## config.mk

```make
export PLATFORM = sky130hd
export DESIGN_NAME = masked_write_arb_flat
export DESIGN_NICKNAME = d
export VERILOG_FILES = /design/src/rtl/masked_write_arb_if.sv /design/src/rtl/masked_write_arb.sv /design/src/flat_wrapper.sv
export SDC_FILE = /design/constraint.sdc
export NUM_CORES = 1
export LEC_CHECK = 0
export BUFFER_PORTS_ARGS = -buffer_cell sky130_fd_sc_hd__clkbuf_2
export CORE_MARGIN = 2
export CORE_UTILIZATION = 45
export CTS_BUF_LIST = sky130_fd_sc_hd__clkbuf_2
export CTS_CLUSTER_SIZE = 20
export DETAILED_ROUTE_END_ITERATION = 16
export GPL_TIMING_DRIVEN = 0
export PLACE_DENSITY = 0.82
export SYNTH_ARGS = -nofsm -noshare
export SYNTH_HDL_FRONTEND = slang
export SYNTH_SLANG_ARGS = --single-unit
```

## constraint.sdc

```tcl
create_clock -name clk -period 2.9 [get_ports clk]
set_clock_uncertainty 0.2 [all_clocks]
set_input_delay 0.435 -clock clk [delete_from_list [all_inputs] [get_ports clk]]
set_output_delay 0.435 -clock clk [all_outputs]
set_load 0.02 [all_outputs]
```

## src/rtl/masked_write_arb_if.sv

```systemverilog
// Request bus between write agents and the shared-register arbiter.
interface masked_write_arb_if #(
    parameter int NREQ  = 4,
    parameter int WIDTH = 16
);
    logic [NREQ-1:0]       req_valid;
    logic [NREQ-1:0]       req_lock;
    logic [NREQ*WIDTH-1:0] req_data;
    logic [NREQ*WIDTH-1:0] req_mask;
    logic [NREQ-1:0]       req_ready;

    modport master (
        output req_valid, req_lock, req_data, req_mask,
        input  req_ready
    );

    modport slave (
        input  req_valid, req_lock, req_data, req_mask,
        output req_ready
    );
endinterface

```

## src/rtl/masked_write_arb.sv

```systemverilog
// Round-robin masked-write arbiter onto one shared register, with ownership locks, lock timeout and optional grant history (MASKED_WRITE_ARB_HISTORY_EN).
// Latency: req_ready is combinational; reg_q/grant_id/wr_count update at the edge ending the transfer cycle.
// Backpressure: at most one grant per cycle; losers and non-owners see req_ready low and must hold their request.
module masked_write_arb #(
    parameter int               NREQ      = 4,
    parameter int               WIDTH     = 16,
    parameter logic [WIDTH-1:0] RESET_VAL = '0,
    parameter int               LOCK_MAX  = 8
) (
    input  logic              clk,
    input  logic              rst_n,
    masked_write_arb_if.slave bus,
    output logic [WIDTH-1:0]  reg_q,
    output logic [2:0]        grant_id,
    output logic [15:0]       wr_count,
    output logic              locked,
    output logic              lock_timeout
`ifdef MASKED_WRITE_ARB_HISTORY_EN
   ,output logic [2:0]        grant_d1,
    output logic [2:0]        grant_d2,
    output logic [2:0]        grant_d3
`endif
);

    localparam int PW = $clog2(NREQ);
    localparam int CW = $clog2(LOCK_MAX + 1);

    typedef enum logic {S_IDLE, S_LOCKED} state_t;

    state_t            state, state_n;
    logic [PW-1:0]     rr_ptr, rr_ptr_n;
    logic [PW-1:0]     owner, owner_n;
    logic [CW-1:0]     lock_cnt, lock_cnt_n;
    logic [WIDTH-1:0]  reg_q_n;
    logic [2:0]        grant_id_n;
    logic [15:0]       wr_count_n;
    logic              lock_timeout_n;

    logic [NREQ-1:0]   ready;
    logic              pick_vld;
    logic [PW-1:0]     pick_idx;
    logic              xfer;
    logic [PW-1:0]     xidx;
    logic [WIDTH-1:0]  xdata, xmask;
    int                idx_int;

    function automatic logic [PW-1:0] inc_ptr(input logic [PW-1:0] p);
        return (int'(p) == NREQ - 1) ? '0 : p + PW'(1);
    endfunction

    // First valid requester at or above rr_ptr, wrapping modulo NREQ.
    always_comb begin
        pick_vld = 1'b0;
        pick_idx = '0;
        idx_int  = 0;
        for (int k = 0; k < NREQ; k++) begin
            idx_int = int'(rr_ptr) + k;
            if (idx_int >= NREQ) idx_int = idx_int - NREQ;
            if (!pick_vld && bus.req_valid[idx_int]) begin
                pick_vld = 1'b1;
                pick_idx = PW'(idx_int);
            end
        end
    end

    always_comb begin
        state_n        = state;
        rr_ptr_n       = rr_ptr;
        owner_n        = owner;
        lock_cnt_n     = lock_cnt;
        reg_q_n        = reg_q;
        grant_id_n     = grant_id;
        wr_count_n     = wr_count;
        lock_timeout_n = 1'b0;
        ready          = '0;
        xfer           = 1'b0;
        xidx           = '0;

        case (state)
            S_IDLE: begin
                if (pick_vld) begin
                    xfer = 1'b1;
                    xidx = pick_idx;
                end
            end
            S_LOCKED: begin
                if (bus.req_valid[owner]) begin
                    xfer = 1'b1;
                    xidx = owner;
                end
            end
            default: state_n = S_IDLE;
        endcase

        if (!rst_n) xfer = 1'b0;
        if (xfer) ready[xidx] = 1'b1;

        xdata = bus.req_data[int'(xidx)*WIDTH +: WIDTH];
        xmask = bus.req_mask[int'(xidx)*WIDTH +: WIDTH];

        if (xfer) begin
            reg_q_n    = (reg_q & ~xmask) | (xdata & xmask);
            grant_id_n = 3'(xidx);
            wr_count_n = wr_count + 16'd1;
            rr_ptr_n   = inc_ptr(xidx);
            lock_cnt_n = '0;
            owner_n    = xidx;
            state_n    = bus.req_lock[xidx] ? S_LOCKED : S_IDLE;
        end else if (state == S_LOCKED) begin
            // An owner transfer in the same cycle pre-empts this branch, so transfer beats timeout.
            if (lock_cnt + CW'(1) == CW'(LOCK_MAX)) begin
                state_n        = S_IDLE;
                lock_timeout_n = 1'b1;
                rr_ptr_n       = inc_ptr(owner);
                lock_cnt_n     = '0;
            end else begin
                lock_cnt_n = lock_cnt + CW'(1);
            end
        end
    end

    always_ff @(posedge clk or negedge rst_n) begin
        if (!rst_n) begin
            state        <= S_IDLE;
            rr_ptr       <= '0;
            owner        <= '0;
            lock_cnt     <= '0;
            reg_q        <= RESET_VAL;
            grant_id     <= '0;
            wr_count     <= '0;
            lock_timeout <= 1'b0;
        end else begin
            state        <= state_n;
            rr_ptr       <= rr_ptr_n;
            owner        <= owner_n;
            lock_cnt     <= lock_cnt_n;
            reg_q        <= reg_q_n;
            grant_id     <= grant_id_n;
            wr_count     <= wr_count_n;
            lock_timeout <= lock_timeout_n;
        end
    end

    assign bus.req_ready = ready;
    assign locked        = (state == S_LOCKED);

`ifdef MASKED_WRITE_ARB_HISTORY_EN
    always_ff @(posedge clk or negedge rst_n) begin
        if (!rst_n) begin
            grant_d1 <= '0;
            grant_d2 <= '0;
            grant_d3 <= '0;
        end else begin
            grant_d1 <= grant_id;
            grant_d2 <= grant_d1;
            grant_d3 <= grant_d2;
        end
    end
`endif

endmodule

```

## src/flat_wrapper.sv

```systemverilog
// flat-port wrapper written by rule: the top's interface ports become plain ports
module masked_write_arb_flat 
#(
    parameter int               NREQ      = 4,
    parameter int               WIDTH     = 16,
    parameter logic [WIDTH-1:0] RESET_VAL = '0,
    parameter int               LOCK_MAX  = 8
)
  (clk, rst_n, reg_q, grant_id, wr_count, locked, lock_timeout, bus_req_valid, bus_req_lock, bus_req_data, bus_req_mask, bus_req_ready);
  masked_write_arb_if #(.NREQ(NREQ), .WIDTH(WIDTH)) bus_i ();
  input  logic clk;
  input  logic rst_n;
  output logic [WIDTH-1:0] reg_q;
  output logic [2:0] grant_id;
  output logic [15:0] wr_count;
  output logic locked;
  output logic lock_timeout;
  input wire logic [$bits(bus_i.req_valid)-1:0] bus_req_valid;
  input wire logic [$bits(bus_i.req_lock)-1:0] bus_req_lock;
  input wire logic [$bits(bus_i.req_data)-1:0] bus_req_data;
  input wire logic [$bits(bus_i.req_mask)-1:0] bus_req_mask;
  output wire logic [$bits(bus_i.req_ready)-1:0] bus_req_ready;
  assign bus_i.req_valid = bus_req_valid;
  assign bus_i.req_lock = bus_req_lock;
  assign bus_i.req_data = bus_req_data;
  assign bus_i.req_mask = bus_req_mask;
  assign bus_req_ready = bus_i.req_ready;
  masked_write_arb #(.NREQ(NREQ), .WIDTH(WIDTH), .RESET_VAL(RESET_VAL), .LOCK_MAX(LOCK_MAX)) u_core (.clk(clk), .rst_n(rst_n), .bus(bus_i), .reg_q(reg_q), .grant_id(grant_id), .wr_count(wr_count), .locked(locked), .lock_timeout(lock_timeout));
endmodule
```

==> out/qor.tcl <==
set qor(count_of_flip_flops_with_a_built_in_enable_after_synthesis) 0
set qor(yosysUniqueCellTypes) 48
set qor(antenna_found_initial) 0
set qor(cts_tree) {yes}
set qor(sum_of_negative_setup_slack_ns) 0
set qor(dp_hpwl_um) 8550
set qor(postSynthNetCount) 471
set qor(die_h_um) 86.2
set qor(grt_usage_pct) 29.5
set qor(finalWirelength_um) 11400
set qor(crit_path_end_kind) {primary output}
set qor(period_share_pct) 99.8
set qor(cellPowerDensity_mw_per_mm2) 942
set qor(timing.final.setup_violations) 0
set qor(hold_viol_final) 0
set qor(fillerInstances) 551
set qor(dp.cells) 582
set qor(detailedRoute.firstPassIterationCount) 5
set qor(core_region_area_mm2) 0.00646
set qor(slew_headroom_pct) 60.9
set qor(crit_required_ns) 2.27
set qor(syn_area_mm2) 0.00304
set qor(sequential_fraction_of_the_synthesis_area_pct) 34.6
set qor(design.die.area_mm2) 0.00743
set qor(grt_overflow) 0
set qor(cp_top_family) {compound AO/OA/AOI/OAI gates}
set qor(rsz_0062_raised_after_global_routing) {true}
set qor(worst_skew_pair.late_latency_ns) 0.43
set qor(layoutNonFillerInstCount) 598
set qor(startpoint_type) {flip-flop}
set qor(seq_area_mm2) 0.00105
set qor(min_path_type) {in -> reg}
set qor(cap_violations) 0
set qor(worst_setup_hold_path_clk_slew_ns) 0.25
set qor(first_global_vias) 3655
set qor(finalPower_uw) 3990
set qor(timing.critical_path.cells) {mux2i_1 > a211o_1 > o32a_1 > buf_6 > buf_8 > and2_1 > buf_2}
set qor(drc) 0
set qor(place_congestion) 0.925
set qor(critical_path_buf_inv_count) 3
set qor(synth-seq-cells) 42
set qor(port_buffers) 177
set qor(post_route_cells_drive_above_1_share_pct) 44.3
set qor(grt_first_pass_wirelength_um) 17300
set qor(final-max-slew-violation-count) 0
set qor(worstSetupPathType) {reg -> out}
set qor(layout.cells.most_common_list) {179 x sky130_fd_sc_hd__clkbuf_2, 39 x sky130_fd_sc_hd__dfrtp_1, 35 x sky130_fd_sc_hd__nand2_1}
set qor(min_period_ns) 2.90
set qor(max-clock-path-buffers) 2
set qor(area.growth.synth_to_final_pct) 39.2
set qor(status) {finished, final reports clean}
set qor(cp_data_arrival_time_ns) 2.26
set qor(cts.htree.levels) 2
set qor(post_synthesis_mean_instance_area_um2) 9.27
set qor(boundaryPins) 179
set qor(crit_slowest_cell) {sky130_fd_sc_hd__dfrtp_2}
set qor(starting_density_pct) 47.1
set qor(route.detailed.wl_per_inst_um) 19.1
set qor(final_antenna_violating_net_count) 0
set qor(grt_start_max_net_pins) 43
set qor(power.static_leakage_uw) 0.00214
set qor(detailedRoute.firstIterationViolations) 356
set qor(async_reset_ff_share_pct) 100
set qor(cts_buffers) 5
set qor(clock_tree.root_cell) {sky130_fd_sc_hd__clkbuf_2}
set qor(worst_path_largest_cell_delay_ns) 0.50
set qor(mostFrequentLayoutCell) {sky130_fd_sc_hd__clkbuf_2}
set qor(multi_input_gate_area_in_the_final_layout_mm2) 0.00185
set qor(tightest_slew_ns) 0.586
set qor(dieWidth_um) 86.2
set qor(tritoncts_num_sinks) 42
set qor(route.detailed.vias_per_inst) 6.25
set qor(critPathMaxFanout) 10
set qor(peak_freq_mhz) 345
set qor(synth-warning-count) 0
set qor(dominantRegCellSynth) {sky130_fd_sc_hd__dfrtp_1}
set qor(placement_rows) 29
set qor(max-vdd-ir-drop_mv) 0.451
set qor(num_vias) 3740
set qor(num_antenna_cells) 0
set qor(postSynthCellCount) 328
set qor(design.final.nets) 663
-- layout make-up --
class	count	share of cell area, %
clock buffers	6	0.709
inverters	7	0.916
clock inverters	2	0.207
flip-flops and latches	42	24.9
repair buffers	187	23.7
plain buffers	23	3.69
well taps	77	2.27
multi-input cells	254	43.6
-- tightest hold or removal path, stage by stage --
cell and delay [ns]:
sky130_fd_sc_hd__clkbuf_2 0.08, sky130_fd_sc_hd__mux2_2 0.13, sky130_fd_sc_hd__nand2_1 0.05, sky130_fd_sc_hd__o221ai_1 0.07
-- cell families (layout without fill, tap and decap cells) --
group | count (synthesis) | after routing | share of synthesized area, %
adder cells (fa/ha/maj) | 5 | 5 | 2.06
buffers and inverters | 32 | 225 | 5.64
AO/OA/AOI/OAI | 95 | 95 | 24.3
flip-flops | 42 | 42 | 34.6
multiplexers | 34 | 34 | 11.4
other | 1 | 1 | 0.123
XOR/XNOR | 16 | 16 | 4.61
AND/OR/NAND/NOR | 103 | 103 | 17.3
-- final timing paths --
kind                                            startpoint                              end  slack, ns  cells past startpoint
setup / recovery              u_core.rr_ptr[1]$_DFFE_PN0P_                 bus_req_ready[0]      0.005                      7
hold / removal                             bus_req_lock[1]          u_core.locked$_DFF_PN0_       0.15                      4
setup reg to reg              u_core.rr_ptr[1]$_DFFE_PN0P_                        flip-flop       0.12                      9
hold reg to reg            u_core.wr_count[15]$_DFFE_PN0P_  u_core.wr_count[15]$_DFFE_PN0P_       0.29                      1
max in group asynchronous                            rst_n       asynchronous set/reset pin       1.91                      3
min in group asynchronous                            rst_n       asynchronous set/reset pin       0.33                      3
-- through the flow --
step           cell area, um2  setup slack (ns)  utilization [%]  hold WS, ns
2_1_floorplan            3040             0.268                -      -0.0606
3_3_place_gp             4020            -0.541             62.3        0.263
4_1_cts                  4180           0.00923             64.7        0.146
5_1_grt                  4240           -0.0579             65.6        0.141
3_5_place_dp             4020            -0.566             62.3        0.265
6_report                 4240           0.00472             65.6        0.150
-- cells in the mapped netlist (4+ instances only) --
| library cell | n | area [um2] |
|---|---|---|
| sky130_fd_sc_hd__dfrtp_1 | 42 | 1050 |
| sky130_fd_sc_hd__nand2_1 | 35 | 131 |
| sky130_fd_sc_hd__mux2i_1 | 28 | 280 |
| sky130_fd_sc_hd__a22oi_1 | 24 | 180 |
| sky130_fd_sc_hd__a31oi_1 | 24 | 150 |
| sky130_fd_sc_hd__nand4_1 | 24 | 150 |
| sky130_fd_sc_hd__nor2_1 | 13 | 48.8 |
| sky130_fd_sc_hd__a221oi_1 | 12 | 105 |
| sky130_fd_sc_hd__a311o_1 | 12 | 120 |
| sky130_fd_sc_hd__buf_2 | 12 | 60.1 |
| sky130_fd_sc_hd__xnor2_1 | 8 | 70.1 |
| sky130_fd_sc_hd__xor2_1 | 8 | 70.1 |
| sky130_fd_sc_hd__clkbuf_1 | 7 | 26.3 |
| sky130_fd_sc_hd__nand3_1 | 7 | 35.0 |
| sky130_fd_sc_hd__inv_1 | 6 | 22.5 |
| sky130_fd_sc_hd__o22ai_1 | 6 | 37.5 |
| sky130_fd_sc_hd__and2_1 | 5 | 31.3 |
| sky130_fd_sc_hd__ha_1 | 5 | 62.6 |
| sky130_fd_sc_hd__mux2_2 | 5 | 56.3 |
| sky130_fd_sc_hd__nor3_1 | 4 | 20.0 |
-- power by group --
group          switching, uW  internal, uW  leakage, uW  total, uW
combinational           1520          1170      0.00161       2680
sequential               233           812     0.000502       1050
clock                    204          59.4    0.0000304        263
-- repair_timing --
action / in CTS / in global routing
setup endpoints to repair: 4 / 4
setup buffers: 6 / 2
cloned: 0 / 0
endpoints found under the hold margin: 42 / 0
pin swaps: 2 / 1
hold buffers: 2 / 0
resized for setup: 16 / 15
-- layer usage --
layer	up-vias	global-route usage, %	wire length (um)
met5	-	0	0
met3	50	6.10	1180
met4	0	15.8	436
met1	1742	35.1	4190
li1	1666	-	-
met2	282	50.1	5630
Power figures use the tool's default switching activity.
